===== config.mk =====
export PLATFORM = sky130hd
export DESIGN_NAME = enc_menu_ctrl
export DESIGN_NICKNAME = d
export VERILOG_FILES = /design/src/rtl/enc_menu_ctrl.sv
export SDC_FILE = /design/constraint.sdc
export NUM_CORES = 1
export LEC_CHECK = 0
export ABC_CLOCK_PERIOD_IN_PS = 6900
export BUFFER_PORTS_ARGS = -buffer_cell sky130_fd_sc_hd__buf_2
export CAP_MARGIN = 10
export CORE_MARGIN = 1
export CORE_UTILIZATION = 60
export DETAILED_ROUTE_END_ITERATION = 10
export GPL_TIMING_DRIVEN = 0
export PLACE_DENSITY = 0.8
export SETUP_SLACK_MARGIN = 0.4
export SLEW_MARGIN = 5
export SYNTH_ARGS = -nofsm -noshare
export SYNTH_HDL_FRONTEND = slang
export SYNTH_SLANG_ARGS = --single-unit

===== constraint.sdc =====
create_clock -name clk -period 6.9 [get_ports clk]
set_input_delay 1.38 -clock clk [delete_from_list [all_inputs] [get_ports clk]]
set_output_delay 1.38 -clock clk [all_outputs]
set_load 0.01 [all_outputs]

===== src/rtl/enc_menu_ctrl.sv =====
// Settings-menu controller: debounces the push-key, classifies short/long presses
// and sequences browse/edit/commit of config values from rotary-encoder steps.
`timescale 1ns/1ps

module enc_menu_ctrl #(
    parameter int unsigned NUM_ITEMS   = 4,
    parameter int unsigned IDX_W       = 2,
    parameter int unsigned VAL_W       = 8,
    parameter int unsigned VAL_MAX     = 99,
    parameter int unsigned DEB_CYC     = 500000,
    parameter int unsigned LONG_CYC    = 50000000,
    parameter int unsigned TIMEOUT_CYC = 250000000
) (
    input  logic             clk,
    input  logic             rst,
    input  logic             step_cw,
    input  logic             step_ccw,
    input  logic             key,
    input  logic [VAL_W-1:0] cfg_rdata,
    output logic [IDX_W-1:0] sel_idx,
    output logic [VAL_W-1:0] edit_val,
    output logic             editing,
    output logic             cfg_we,
    output logic [IDX_W-1:0] cfg_addr,
    output logic [VAL_W-1:0] cfg_wdata
);

    localparam int unsigned DEB_W  = $clog2(DEB_CYC + 1);
    localparam int unsigned HOLD_W = $clog2(LONG_CYC + 1);
    localparam int unsigned TMO_W  = $clog2(TIMEOUT_CYC + 1);

    localparam logic [IDX_W-1:0]  LAST_IDX  = IDX_W'(NUM_ITEMS - 1);
    localparam logic [VAL_W-1:0]  VAL_LIMIT = VAL_W'(VAL_MAX);
    localparam logic [DEB_W-1:0]  DEB_LAST  = DEB_W'(DEB_CYC - 1);
    localparam logic [HOLD_W-1:0] HOLD_LONG = HOLD_W'(LONG_CYC);
    localparam logic [HOLD_W-1:0] HOLD_LAST = HOLD_W'(LONG_CYC - 1);
    localparam logic [TMO_W-1:0]  TMO_LAST  = TMO_W'(TIMEOUT_CYC - 1);

    typedef enum logic [1:0] {
        ST_BROWSE = 2'd0,
        ST_EDIT   = 2'd1,
        ST_COMMIT = 2'd2
    } state_t;

    logic              key_s1;
    logic              key_s2;
    logic              key_db;
    logic              key_db_d;
    logic [DEB_W-1:0]  deb_cnt;
    logic [HOLD_W-1:0] hold_cnt;

    logic short_evt;
    logic long_evt;
    logic cw_ok;
    logic ccw_ok;

    state_t            state;
    state_t            state_nxt;
    logic [TMO_W-1:0]  tmo_cnt;
    logic [TMO_W-1:0]  tmo_nxt;
    logic [IDX_W-1:0]  sel_nxt;
    logic [VAL_W-1:0]  val_nxt;
    logic [IDX_W-1:0]  addr_nxt;
    logic [VAL_W-1:0]  wdata_nxt;
    logic              editing_nxt;
    logic              we_nxt;

    // Two-flop synchroniser; idles at the released level
    always_ff @(posedge clk or negedge rst) begin
        if (!rst) begin
            key_s1 <= 1'b1;
            key_s2 <= 1'b1;
        end else begin
            key_s1 <= key;
            key_s2 <= key_s1;
        end
    end

    // Debounce: accept a new level only after DEB_CYC consecutive differing samples
    always_ff @(posedge clk or negedge rst) begin
        if (!rst) begin
            key_db   <= 1'b1;
            key_db_d <= 1'b1;
            deb_cnt  <= '0;
        end else begin
            key_db_d <= key_db;
            if (key_s2 == key_db) begin
                deb_cnt <= '0;
            end else if (deb_cnt == DEB_LAST) begin
                key_db  <= key_s2;
                deb_cnt <= '0;
            end else begin
                deb_cnt <= deb_cnt + DEB_W'(1);
            end
        end
    end

    // Hold counter saturates at LONG_CYC; it still holds the press length in the release cycle
    always_ff @(posedge clk or negedge rst) begin
        if (!rst) begin
            hold_cnt <= '0;
        end else if (key_db) begin
            hold_cnt <= '0;
        end else if (hold_cnt != HOLD_LONG) begin
            hold_cnt <= hold_cnt + HOLD_W'(1);
        end
    end

    assign long_evt  = ~key_db & (hold_cnt == HOLD_LAST);
    assign short_evt = key_db & ~key_db_d & (hold_cnt < HOLD_LONG);

    // Steps are dropped when both directions collide or a key event claims the cycle
    assign cw_ok  = step_cw & ~step_ccw & ~short_evt & ~long_evt;
    assign ccw_ok = step_ccw & ~step_cw & ~short_evt & ~long_evt;

    always_ff @(posedge clk or negedge rst) begin
        if (!rst) begin
            state     <= ST_BROWSE;
            tmo_cnt   <= '0;
            sel_idx   <= '0;
            edit_val  <= '0;
            editing   <= 1'b0;
            cfg_we    <= 1'b0;
            cfg_addr  <= '0;
            cfg_wdata <= '0;
        end else begin
            state     <= state_nxt;
            tmo_cnt   <= tmo_nxt;
            sel_idx   <= sel_nxt;
            edit_val  <= val_nxt;
            editing   <= editing_nxt;
            cfg_we    <= we_nxt;
            cfg_addr  <= addr_nxt;
            cfg_wdata <= wdata_nxt;
        end
    end

    always_comb begin
        state_nxt = state;
        tmo_nxt   = tmo_cnt;
        sel_nxt   = sel_idx;
        val_nxt   = edit_val;
        addr_nxt  = cfg_addr;
        wdata_nxt = cfg_wdata;

        case (state)
            ST_BROWSE: begin
                if (short_evt) begin
                    val_nxt   = (cfg_rdata > VAL_LIMIT) ? VAL_LIMIT : cfg_rdata;
                    tmo_nxt   = '0;
                    state_nxt = ST_EDIT;
                end else if (cw_ok) begin
                    sel_nxt = (sel_idx == LAST_IDX) ? '0 : sel_idx + IDX_W'(1);
                end else if (ccw_ok) begin
                    sel_nxt = (sel_idx == '0) ? LAST_IDX : sel_idx - IDX_W'(1);
                end
            end

            ST_EDIT: begin
                if (short_evt) begin
                    addr_nxt  = sel_idx;
                    wdata_nxt = edit_val;
                    state_nxt = ST_COMMIT;
                end else if (long_evt) begin
                    state_nxt = ST_BROWSE;
                end else if (cw_ok) begin
                    val_nxt = (edit_val >= VAL_LIMIT) ? VAL_LIMIT : edit_val + VAL_W'(1);
                    tmo_nxt = '0;
                end else if (ccw_ok) begin
                    val_nxt = (edit_val == '0) ? '0 : edit_val - VAL_W'(1);
                    tmo_nxt = '0;
                end else if (tmo_cnt == TMO_LAST) begin
                    tmo_nxt   = '0;
                    state_nxt = ST_BROWSE;
                end else begin
                    tmo_nxt = tmo_cnt + TMO_W'(1);
                end
            end

            ST_COMMIT: begin
                state_nxt = ST_BROWSE;
            end

            default: begin
                state_nxt = ST_BROWSE;
            end
        endcase

        editing_nxt = (state_nxt == ST_EDIT);
        we_nxt      = (state_nxt == ST_COMMIT);
    end

endmodule


Word-level counts from Yosys, hierarchy flattened
Cells that the tools add are included.
{"block": "word_totals", "reg_bits": 101, "latch_bits": 0, "mem_bits_rw": 0, "romBits": 0, "inputBits": 13, "out_inout_bits": 22, "word_cells": 95, "memories": 0}
{"block": "classes", "addsub": 7, "n_mul": 0, "n_div": 0, "magnitude_cmp": 3, "n_eq_ne": 13, "shift": 0, "mux": 31, "n_bitwise": 16, "n_reduce_logical": 11}
{"cell": "28-bit 2-to-1 mux", "count": 6}
{"cell": "8-bit 2-to-1 mux", "count": 8}
{"cell": "28-bit one-hot mux with 2 select lines", "count": 1}
{"cell": "26-bit 2-to-1 mux", "count": 2}
{"cell": "19-bit 2-to-1 mux", "count": 2}
{"cell": "28-bit by 1-bit adder with 28-bit output (second input constant)", "count": 1}
{"cell": "28-bit == test (second input constant)", "count": 1}
{"cell": "26-bit by 1-bit adder with 26-bit output (second input constant)", "count": 1}
{"cell": "26-bit == test (second input constant)", "count": 1}
{"cell": "26-bit less-than comparator (second input constant)", "count": 1}
{"cell": "26-bit != test (second input constant)", "count": 1}
{"cell": "2-bit 2-to-1 mux", "count": 10}
{"cell": "19-bit by 1-bit adder with 19-bit output (second input constant)", "count": 1}
{"cell": "19-bit == test (second input constant)", "count": 1}
{"cell": "8-bit one-hot mux with 2 select lines", "count": 1}
{"cell": "1-bit AND", "count": 9}
{"cell": "8-bit by 1-bit adder with 8-bit output (second input constant)", "count": 1}
{"cell": "8-bit by 7-bit greater-or-equal comparator with 1-bit output (second input constant)", "count": 1}
{"cell": "8-bit by 7-bit greater-than comparator with 1-bit output (second input constant)", "count": 1}
{"cell": "8-bit logical NOT", "count": 1}
{"cell": "8-bit by 1-bit subtractor with 8-bit output (second input constant)", "count": 1}
{"cell": "1-bit inverter", "count": 7}
{"cell": "2-bit != test (second input constant)", "count": 3}
{"cell": "2-bit nonzero test", "count": 3}
{"cell": "12 further kinds", "count": 16}

Depth between registers and ports, before layout
Gate-level depths: netlist of run 1.
{"block": "depth", "word_depth": 12, "depth_mapped": 9, "depth_no_buf": 8}

Worst setup path before layout of run 1
OpenSTA, ideal clock, no wires.
{"block": "synth_timing", "path_type": "input -> register", "start": "in step_cw", "end": "reg edit_val[6]", "setup_time_ns": 0.088, "t_arrival_ns": 2.857, "path_slack_ns": 3.954, "cell_stages": 5, "path_cell_list": "xor2_1 nand3_1 o221ai_2 mux2_2 a41oi_1"}
{"block": "synth_between", "elab_chain_len": 7, "word_cells_on_any_way": 13}
{"element": "start: declaration", "line": "16", "source": "input logic step_cw,"}
{"element": "1-bit AND (3 in a row)", "line": "113", "source": "assign cw_ok = step_cw & ~step_ccw & ~short_evt & ~long_evt;"}
{"element": "8-bit 2-to-1 mux", "line": "166", "source": "end else if (cw_ok) begin"}
{"element": "8-bit 2-to-1 mux", "line": "164", "source": "end else if (long_evt) begin"}
{"element": "8-bit 2-to-1 mux", "line": "160", "source": "if (short_evt) begin"}
{"element": "8-bit one-hot mux with 2 select lines", "line": "146", "source": "case (state)"}
{"element": "end signal: assignment", "line": "130", "source": "edit_val <= val_nxt;"}
{"element": "end: declaration", "line": "21", "source": "output logic [VAL_W-1:0] edit_val,"}
Several ways; a longest one is shown, not always the timed one. The select of a mux whose other input is x is not followed.
A chain may end at the register's enable or synchronous reset.

Final worst setup path of run 1
Ends and elaborated chain as after synthesis.

==> flow_metrics.py, run 1 <==
metrics = {
    "detailed_routing": {
        "drc_errors": 0,
        "vias_per_cell": 6.18,
        "routedLengthMet1_um": 5660,
        "routedWlPerCell_um": 16.3,
        "finalWirelength_um": 12900,
        "first_pass_iters": 4,
        "vias": 4867,
        "dr_wl_met3_um": 738,
        "postRouteAntennaNets": 0,
        "maxUsedRoutingLayer": "met4",
        "drtIter0Drc": 257,
        "dr_wl_met2_um": 6210,
    },
    "clock_tree": {
        "htreeDepth": 3,
        "cts_sinks": 101,
        "cts_tree": "done",
        "hold_buffers": 0,
        "clockBufferDepth": 2,
        "root_buffer": "clkbuf_8",
        "numCtsBuffers": 9,
        "insertion_delay_ps": 390,
        "path_clk_slew_ps": 100,
        "post_cts_buffers": 0,
        "cts_resized": 0,
    },
    "timing": {
        "whs_ps": 365,
        "finalCriticalPeriod_ps": 3040,
        "fmax_ghz": 0.329,
        "worst_clock_skew_ps": 19.7,
        "hold_viol": 0,
        "tns_ps": 0,
        "final-max-slew-violation-count": 0,
        "slew-limit-headroom_pct": 48.5,
        "rsz0062_at_grt": "false",
        "tightest_slew_ps": 766,
        "min_period_over_period_pct": 44.0,
        "setup_viol": 0,
    },
    "critical_path": {
        "startpoint_type": "input pin",
        "critPathMaxFanout": 8,
        "cp_num_buf_inv": 1,
        "crit_path_end_kind": "register",
        "cp_top_family": "compound AO/OA/AOI/OAI gates",
        "crit_type": "in -> reg",
        "rr_worst_depth": 9,
        "crit-reg2reg-launch": "hold_cnt[1]",
        "crit_chain": "buf_2 -> xor2_1 -> nand3_1 -> o221ai_2 -> mux2_2 -> a41oi_1",
        "timing.rr.end": "tmo_cnt[11]",
        "cp.arrival_ps": 3340,
        "crit_path_max_incr_delay_ps": 580,
        "crit_slowest_cell": "xor2_1",
        "r2r_slack_ps": 4170,
        "critical_path_required_ps": 7200,
    },
    "global_routing": {
        "grt_overflow_total": 0,
        "grt_max_degree": 70,
        "antenna_found_initial": 0,
        "grt_pass1_wl_um": 21900,
        "grt_pass1_vias": 4651,
        "track_usage_pct": 27.4,
    },
    "pwr": {
        "p_comb_share_pct": 8.0,
        "total_power_w": 0.00106,
        "power.density_nw_per_um2": 166,
        "ir_drop_mv": 0.112,
        "p_int_w": 0.000771,
        "seq_power_share_pct": 58.0,
        "leakagePower_nw": 2.81,
        "p_sw_share_pct": 27.0,
        "clockPowerShare_pct": 34.1,
        "switchingPower_w": 0.000285,
    },
    "min_path": {
        "hold_class": "reg -> reg",
        "holdCritStartpoint": "key_s1",
        "min_to": "key_s2",
        "holdPathStages": 0,
    },
    "die": {
        "rows": 35,
        "io-pin-count": 35,
        "die_x_um": 100,
        "fp.dieH_um": 100,
        "coreArea_um2": 9330,
        "dieArea_um2": 10100,
        "start_util_pct": 62.3,
    },
    "finish": {
        "diodes": 0,
        "multi_input_area_um2": 3050,
        "syn2layout_area_growth_pct": 9.39,
        "final_nets": 675,
        "regArea_um2": 2530,
        "fill_cells": 751,
        "drive_above_1_share_pct": 16.7,
    },
    "synthesis": {
        "synthesis.area_um2": 5810,
        "synth_warnings": 0,
        "ys.flop_type": "dfrtp_1",
        "avgSynthCellArea_um2": 9.55,
        "yosysUniqueCellTypes": 76,
        "synth_edf_count": 0,
        "ys_seq_area_share_pct": 43.6,
        "synthCells": 608,
        "synthArstFlopShare_pct": 100,
        "syn_nets": 629,
        "yosys_register_bits": 101,
    },
    "placement": {
        "portBuffers": 34,
        "gp_congestion": 0.893,
        "dp_hpwl_um": 9030,
    },
    "run": {
        "drv_cap": 0,
    },
    "status": {
        "outcome": "finished clean",
    },
}
area by class of cell:
class / count / share of cell area (%)
repair buffers: 35 / 3.15
clock inverters: 7 / 0.945
well taps: 129 / 2.54
clock buffers: 9 / 1.95
multi-input cells: 462 / 48.0
plain buffers: 25 / 2.36
inverters: 20 / 1.18
flip-flops and latches: 101 / 39.9
layer usage:
layer | global-route usage, % | vias up
met5 | 0 | -
met1 | 36.9 | 2371
met4 | 10.8 | 0
met2 | 44.1 | 155
li1 | - | 2315
met3 | 4.81 | 26
worst max-delay path by stage:
| stage | from | end | cells past startpoint |
|---|---|---|---|
| after global placement | rst | tmo_cnt[13] | 1 |
| final | step_cw | edit_val[6] | 6 |
| after detailed placement | step_cw | edit_val[6] | 6 |
| after CTS | step_cw | edit_val[6] | 6 |
| after floorplan | step_cw | edit_val[6] | 5 |
| after global routing | step_cw | edit_val[6] | 6 |
cells in the final DEF, fill, tap and decap left out, drive strengths merged, types with 19 or more instances in the layout:
master,n
dfrtp,97
nor2,72
buf,50
nand2,40
nand3,40
xor2,26
nand4,23
o21ai,23
nor3,22
inv,22
a21oi,21
clkbuf,19
sequential cells by signal (all words and copies together) (netlist names), 2 cells and up:
name and cells:
tmo_cnt 28, edit_val 8, cfg_addr 2, cfg_wdata 8, state 2, hold_cnt 26
sel_idx 2, deb_cnt 19
worst reg2reg max path, delay by kind of cell (launching register included):
kind	cells	cell delay [ps]
AO/OA/AOI/OAI	3	1080
adder cells (fa/ha/maj)	1	190
buffers and inverters	2	400
flip-flops	1	410
AND/OR/NAND/NOR	3	590
cells by family after synthesis:
family	Yosys count	share of synthesized area, %
XOR/XNOR	42	6.33
AO/OA/AOI/OAI	120	15.7
multiplexers	18	3.38
AND/OR/NAND/NOR	274	25.4
adder cells (fa/ha/maj)	8	1.72
buffers and inverters	45	3.88
flip-flops	101	43.6
through the flow:
step	instances	worst slack, ps	utilization, %	cell area [µm²]
2_1_floorplan	608	3950	-	5810
3_3_place_gp	771	3440	65.8	6140
3_5_place_dp	772	3520	66.1	6170
4_1_cts	788	3890	68.1	6350
5_1_grt	788	3730	68.1	6350
6_report	788	3860	68.1	6350
power groups by stage:
stage	combinational, W	clock [W]	sequential [W]
after global placement	0.0000782	0	0.000623
final	0.0000840	0.000359	0.000612
after detailed placement	0.0000855	0	0.000623
after CTS	0.0000857	0.000372	0.000612
after floorplan	0.0000442	0	0.000625
after global routing	0.0000956	0.000394	0.000614
synth_stat cells (all sizes together), types with 3 or more instances:
| library cell | count | area, µm² |
|---|---|---|
| dfrtp | 97 | 2430 |
| nor2 | 72 | 283 |
| nand2 | 40 | 150 |
| nand3 | 40 | 200 |
| xor2 | 26 | 228 |
| nand4 | 23 | 159 |
| o21ai | 23 | 115 |
| nor3 | 22 | 121 |
| a21oi | 21 | 105 |
| inv | 20 | 75.1 |
| a22o | 18 | 159 |
| or3 | 16 | 115 |
| xnor2 | 16 | 140 |
| buf | 15 | 113 |
| nor4 | 14 | 106 |
| and3 | 13 | 82.6 |
| mux2 | 13 | 146 |
| a21o | 11 | 83.8 |
| clkbuf | 10 | 37.5 |
| ha | 8 | 100 |
| and4 | 7 | 61.3 |
| and2 | 6 | 37.5 |
| o211ai | 6 | 55.1 |
| mux2i | 5 | 50.1 |
| nand2b | 5 | 31.3 |
| nor2b | 5 | 31.3 |
| o22ai | 5 | 37.5 |
| a31oi | 4 | 25.0 |
| dfstp | 4 | 105 |
| o211a | 4 | 40.0 |
| o31ai | 4 | 43.8 |
| a211oi | 3 | 35.0 |
Note: power is estimated with default switching activity, not from simulation.
==> run 2: changes to the inputs <==
--- a/config.mk
+++ b/config.mk
@@ -5,14 +5,15 @@
 export SDC_FILE = /design/constraint.sdc
 export NUM_CORES = 1
 export LEC_CHECK = 0
-export ABC_CLOCK_PERIOD_IN_PS = 6900
+export ABC_AREA = 1
+export ABC_CLOCK_PERIOD_IN_PS = 2500
 export BUFFER_PORTS_ARGS = -buffer_cell sky130_fd_sc_hd__buf_2
 export CAP_MARGIN = 10
 export CORE_MARGIN = 1
-export CORE_UTILIZATION = 60
+export CORE_UTILIZATION = 56
 export DETAILED_ROUTE_END_ITERATION = 10
 export GPL_TIMING_DRIVEN = 0
-export PLACE_DENSITY = 0.8
+export PLACE_DENSITY = 0.78
 export SETUP_SLACK_MARGIN = 0.4
 export SLEW_MARGIN = 5
 export SYNTH_ARGS = -nofsm -noshare
==> constraint.sdc (replaced) <==
create_clock -name clk -period 2.5 [get_ports clk]
set_input_delay 0.5 -clock clk [delete_from_list [all_inputs] [get_ports clk]]
set_output_delay 0.5 -clock clk [all_outputs]
set_load 0.01 [all_outputs]
==> run 2 against run 1 <==
Against the previous run: total power increased to 3.9 times the previous value; register-to-register slack got worse by 3700 ps; clock power increased to 4.0 times the previous value; sequential share of layout area decreased by 6.4 points; critical endpoint is now tmo_cnt[0]; cell area increased by 19%; clock skew decreased by 9.5 ps.
==> flow_metrics.py, run 2 <==
metrics = {
    "finish": {
        "mostFrequentLayoutCells": "274 x nand2_1, 138 x nor2_1, 115 x inv_1",
        "multi_input_area_um2": 3520,
        "finalInstanceArea_um2": 7570,
        "mostFrequentLayoutCell": "nand2_1",
        "final_nets": 1046,
        "diodes": 0,
        "drive_above_1_share_pct": 14.1,
        "regArea_um2": 2530,
        "reg_top3": "tmo_cnt x28, hold_cnt x26, deb_cnt x19",
        "final_util_pct": 68.6,
        "largest_register_ffs": 28,
        "syn2layout_area_growth_pct": 17.8,
        "fill_cells": 946,
        "top_register": "tmo_cnt",
    },
    "placement": {
        "place_ws_ps": -0.422,
        "gp_congestion": 0.936,
        "portBuffers": 34,
        "dp_hpwl_um": 11700,
        "postPlaceCellArea_um2": 6800,
    },
    "timing": {
        "fmax_ghz": 0.484,
        "worst_slack_ps": 435,
        "rsz0062_at_grt": "true",
        "finalCriticalPeriod_ps": 2070,
        "hold_viol": 0,
        "slew-limit-headroom_pct": 64.4,
        "whs_ps": 95.6,
        "min_period_over_period_pct": 82.6,
        "setup_viol": 0,
        "worst_clock_skew_ps": 10.2,
        "final-max-slew-violation-count": 0,
        "tightest_slew_ps": 535,
    },
    "global_routing": {
        "antenna_found_initial": 0,
        "track_usage_pct": 29.2,
        "grt_overflow_total": 0,
        "grt_pass1_vias": 5751,
        "grt_max_degree": 69,
        "grt_pass1_wl_um": 27000,
    },
    "detailed_routing": {
        "drc_errors": 0,
        "first_pass_iters": 5,
        "postRouteAntennaNets": 0,
        "drtIter0Drc": 535,
        "vias_per_cell": 5.42,
        "finalWirelength_um": 16700,
        "vias": 6336,
        "routedWlPerCell_um": 14.3,
    },
    "synthesis": {
        "yosys_register_bits": 101,
        "yosysUniqueCellTypes": 39,
        "synthArstFlopShare_pct": 100,
        "synth_warnings": 0,
        "synth_edf_count": 0,
        "synthCells": 953,
        "ys_seq_area_share_pct": 39.4,
        "syn_nets": 974,
        "yosys.area.top_type": "dfrtp_1",
        "synth_area_leaders": "dfrtp_1 38%, nand2_1 16%, nor2_1 8.8%, inv_1 6.7%, nand3_1 6.5%",
        "netlist.area_leader.share_pct": 37.8,
        "yosysMostFrequentCell": "nand2_1",
        "ys.flop_type": "dfrtp_1",
        "avgSynthCellArea_um2": 6.75,
        "synth_common_cells": "279 x nand2_1, 150 x nor2_1, 115 x inv_1",
        "synthesis.area_um2": 6430,
    },
    "pwr": {
        "leakagePower_nw": 3.67,
        "p_int_w": 0.00274,
        "switchingPower_w": 0.00139,
        "power.density_nw_per_um2": 545,
        "p_comb_share_pct": 21.2,
        "p_sw_share_pct": 33.7,
        "ir_drop_mv": 0.524,
        "seq_power_share_pct": 43.8,
        "clockPowerShare_pct": 35.0,
    },
    "critical_path": {
        "critical_path_required_ps": 2740,
        "crit_path_end_kind": "register",
        "critPathMaxFanout": 5,
        "crit_type": "reg -> reg",
        "startpoint_type": "register",
        "cp.arrival_ps": 2300,
    },
    "die": {
        "fp.dieH_um": 109,
        "io-pin-count": 35,
        "die_x_um": 109,
        "rows": 38,
        "coreArea_um2": 11000,
        "dieArea_um2": 11900,
        "start_util_pct": 58.3,
    },
    "clock_tree": {
        "cts_sinks": 101,
        "insertion_delay_ps": 360,
        "cts_tree": "done",
        "path_clk_slew_ps": 80,
        "numCtsBuffers": 9,
        "htreeDepth": 3,
        "root_buffer": "clkbuf_16",
        "clockBufferDepth": 2,
        "hold_buffers": 0,
    },
    "run": {
        "drv_cap": 0,
    },
    "min_path": {
        "hold_class": "in -> async",
    },
    "status": {
        "outcome": "finished clean",
    },
}
-- run 2: changes by cell type after synthesis, sizes merged, moves of 13 or more --
cell / before / now
a22o: 18 / 0
and3: 13 / 0
inv: 20 / 119
mux2: 13 / 0
nand2: 40 / 282
nand3: 40 / 88
nor2: 72 / 154
o21ai: 23 / 47
or3: 16 / 0
-- run 2: layer usage --
layer	up-vias	GRT usage [%]	share of wire (%)
met1	2936	40.4	46
met2	191	46.0	46
met5	-	0	0
li1	3182	-	-
met4	0	9.65	1.9
met3	27	5.32	5.8
-- run 2: final cells by class --
type	count	area share [%]
Buffer	20	1.98
Clock buffer	9	2.98
Clock inverter	7	1.11
Inverter	120	5.95
Multi-Input combinational cell	713	46.5
Sequential cell	101	33.5
Tap cell	140	2.31
Timing Repair Buffer	60	5.67
-- run 2: final timing paths --
check | start | end | slack (ps) | cells past startpoint
worst min register to register | key_s1 | key_s2 | 360 | 0
min in group clk | key | key_s1 | 230 | 1
worst max-delay path | hold_cnt[0] | tmo_cnt[0] | 430 | 13
max in group asynchronous | rst | key_db_d | 1690 | 2
worst min-delay path | rst | hold_cnt[6] | 100 | 1
worst max register to register | hold_cnt[0] | tmo_cnt[0] | 430 | 13
-- run 2: through the flow --
step | setup TNS (ps) | cells | power (W)
4_1_cts | 0 | 1149 | 0.00413
3_5_place_dp | -0.422 | 1128 | 0.00269
3_3_place_gp | -15520 | 1127 | 0.00267
2_1_floorplan | 0 | 953 | 0.00242
5_1_grt | 0 | 1170 | 0.00433
6_report | 0 | 1170 | 0.00413
-- run 2: power groups by stage --
stage	combinational, W	sequential, W	clock (W)
6_report	0.000875	0.00181	0.00145
3_3_place_gp	0.000832	0.00183	0
2_1_floorplan	0.000578	0.00184	0
5_1_grt	0.000995	0.00182	0.00152
4_1_cts	0.000865	0.00180	0.00147
3_5_place_dp	0.000851	0.00184	0
-- run 2: kinds of logic after synthesis --
family | synth area share (%)
and+or+nand+nor | 38.8
buffers and inverters | 8.93
DFF | 39.4
AOI/OAI and AO/OA | 7.65
xor gates and xnor gates | 3.68
adders and majority gates | 1.56
-- run 2: critical path: stages, from the launching register on --
cell and delay (ps):
dfrtp_1 390, ha_2 210, nand3_2 120, nor2_4 200
nand2_1 110, nor2_4 160, nand3_1 90, nand2_1 110
inv_1 100, nand3_4 160, buf_4 130, nor2_1 40
nand2_1 50, o21ai_1 60
-- run 2: what timing repair did --
action	CTS	global route
pin swaps	1	16
gates cloned	0	1
setup buffers	5	20
endpoints found under the setup margin	41	59
resized for setup	8	48
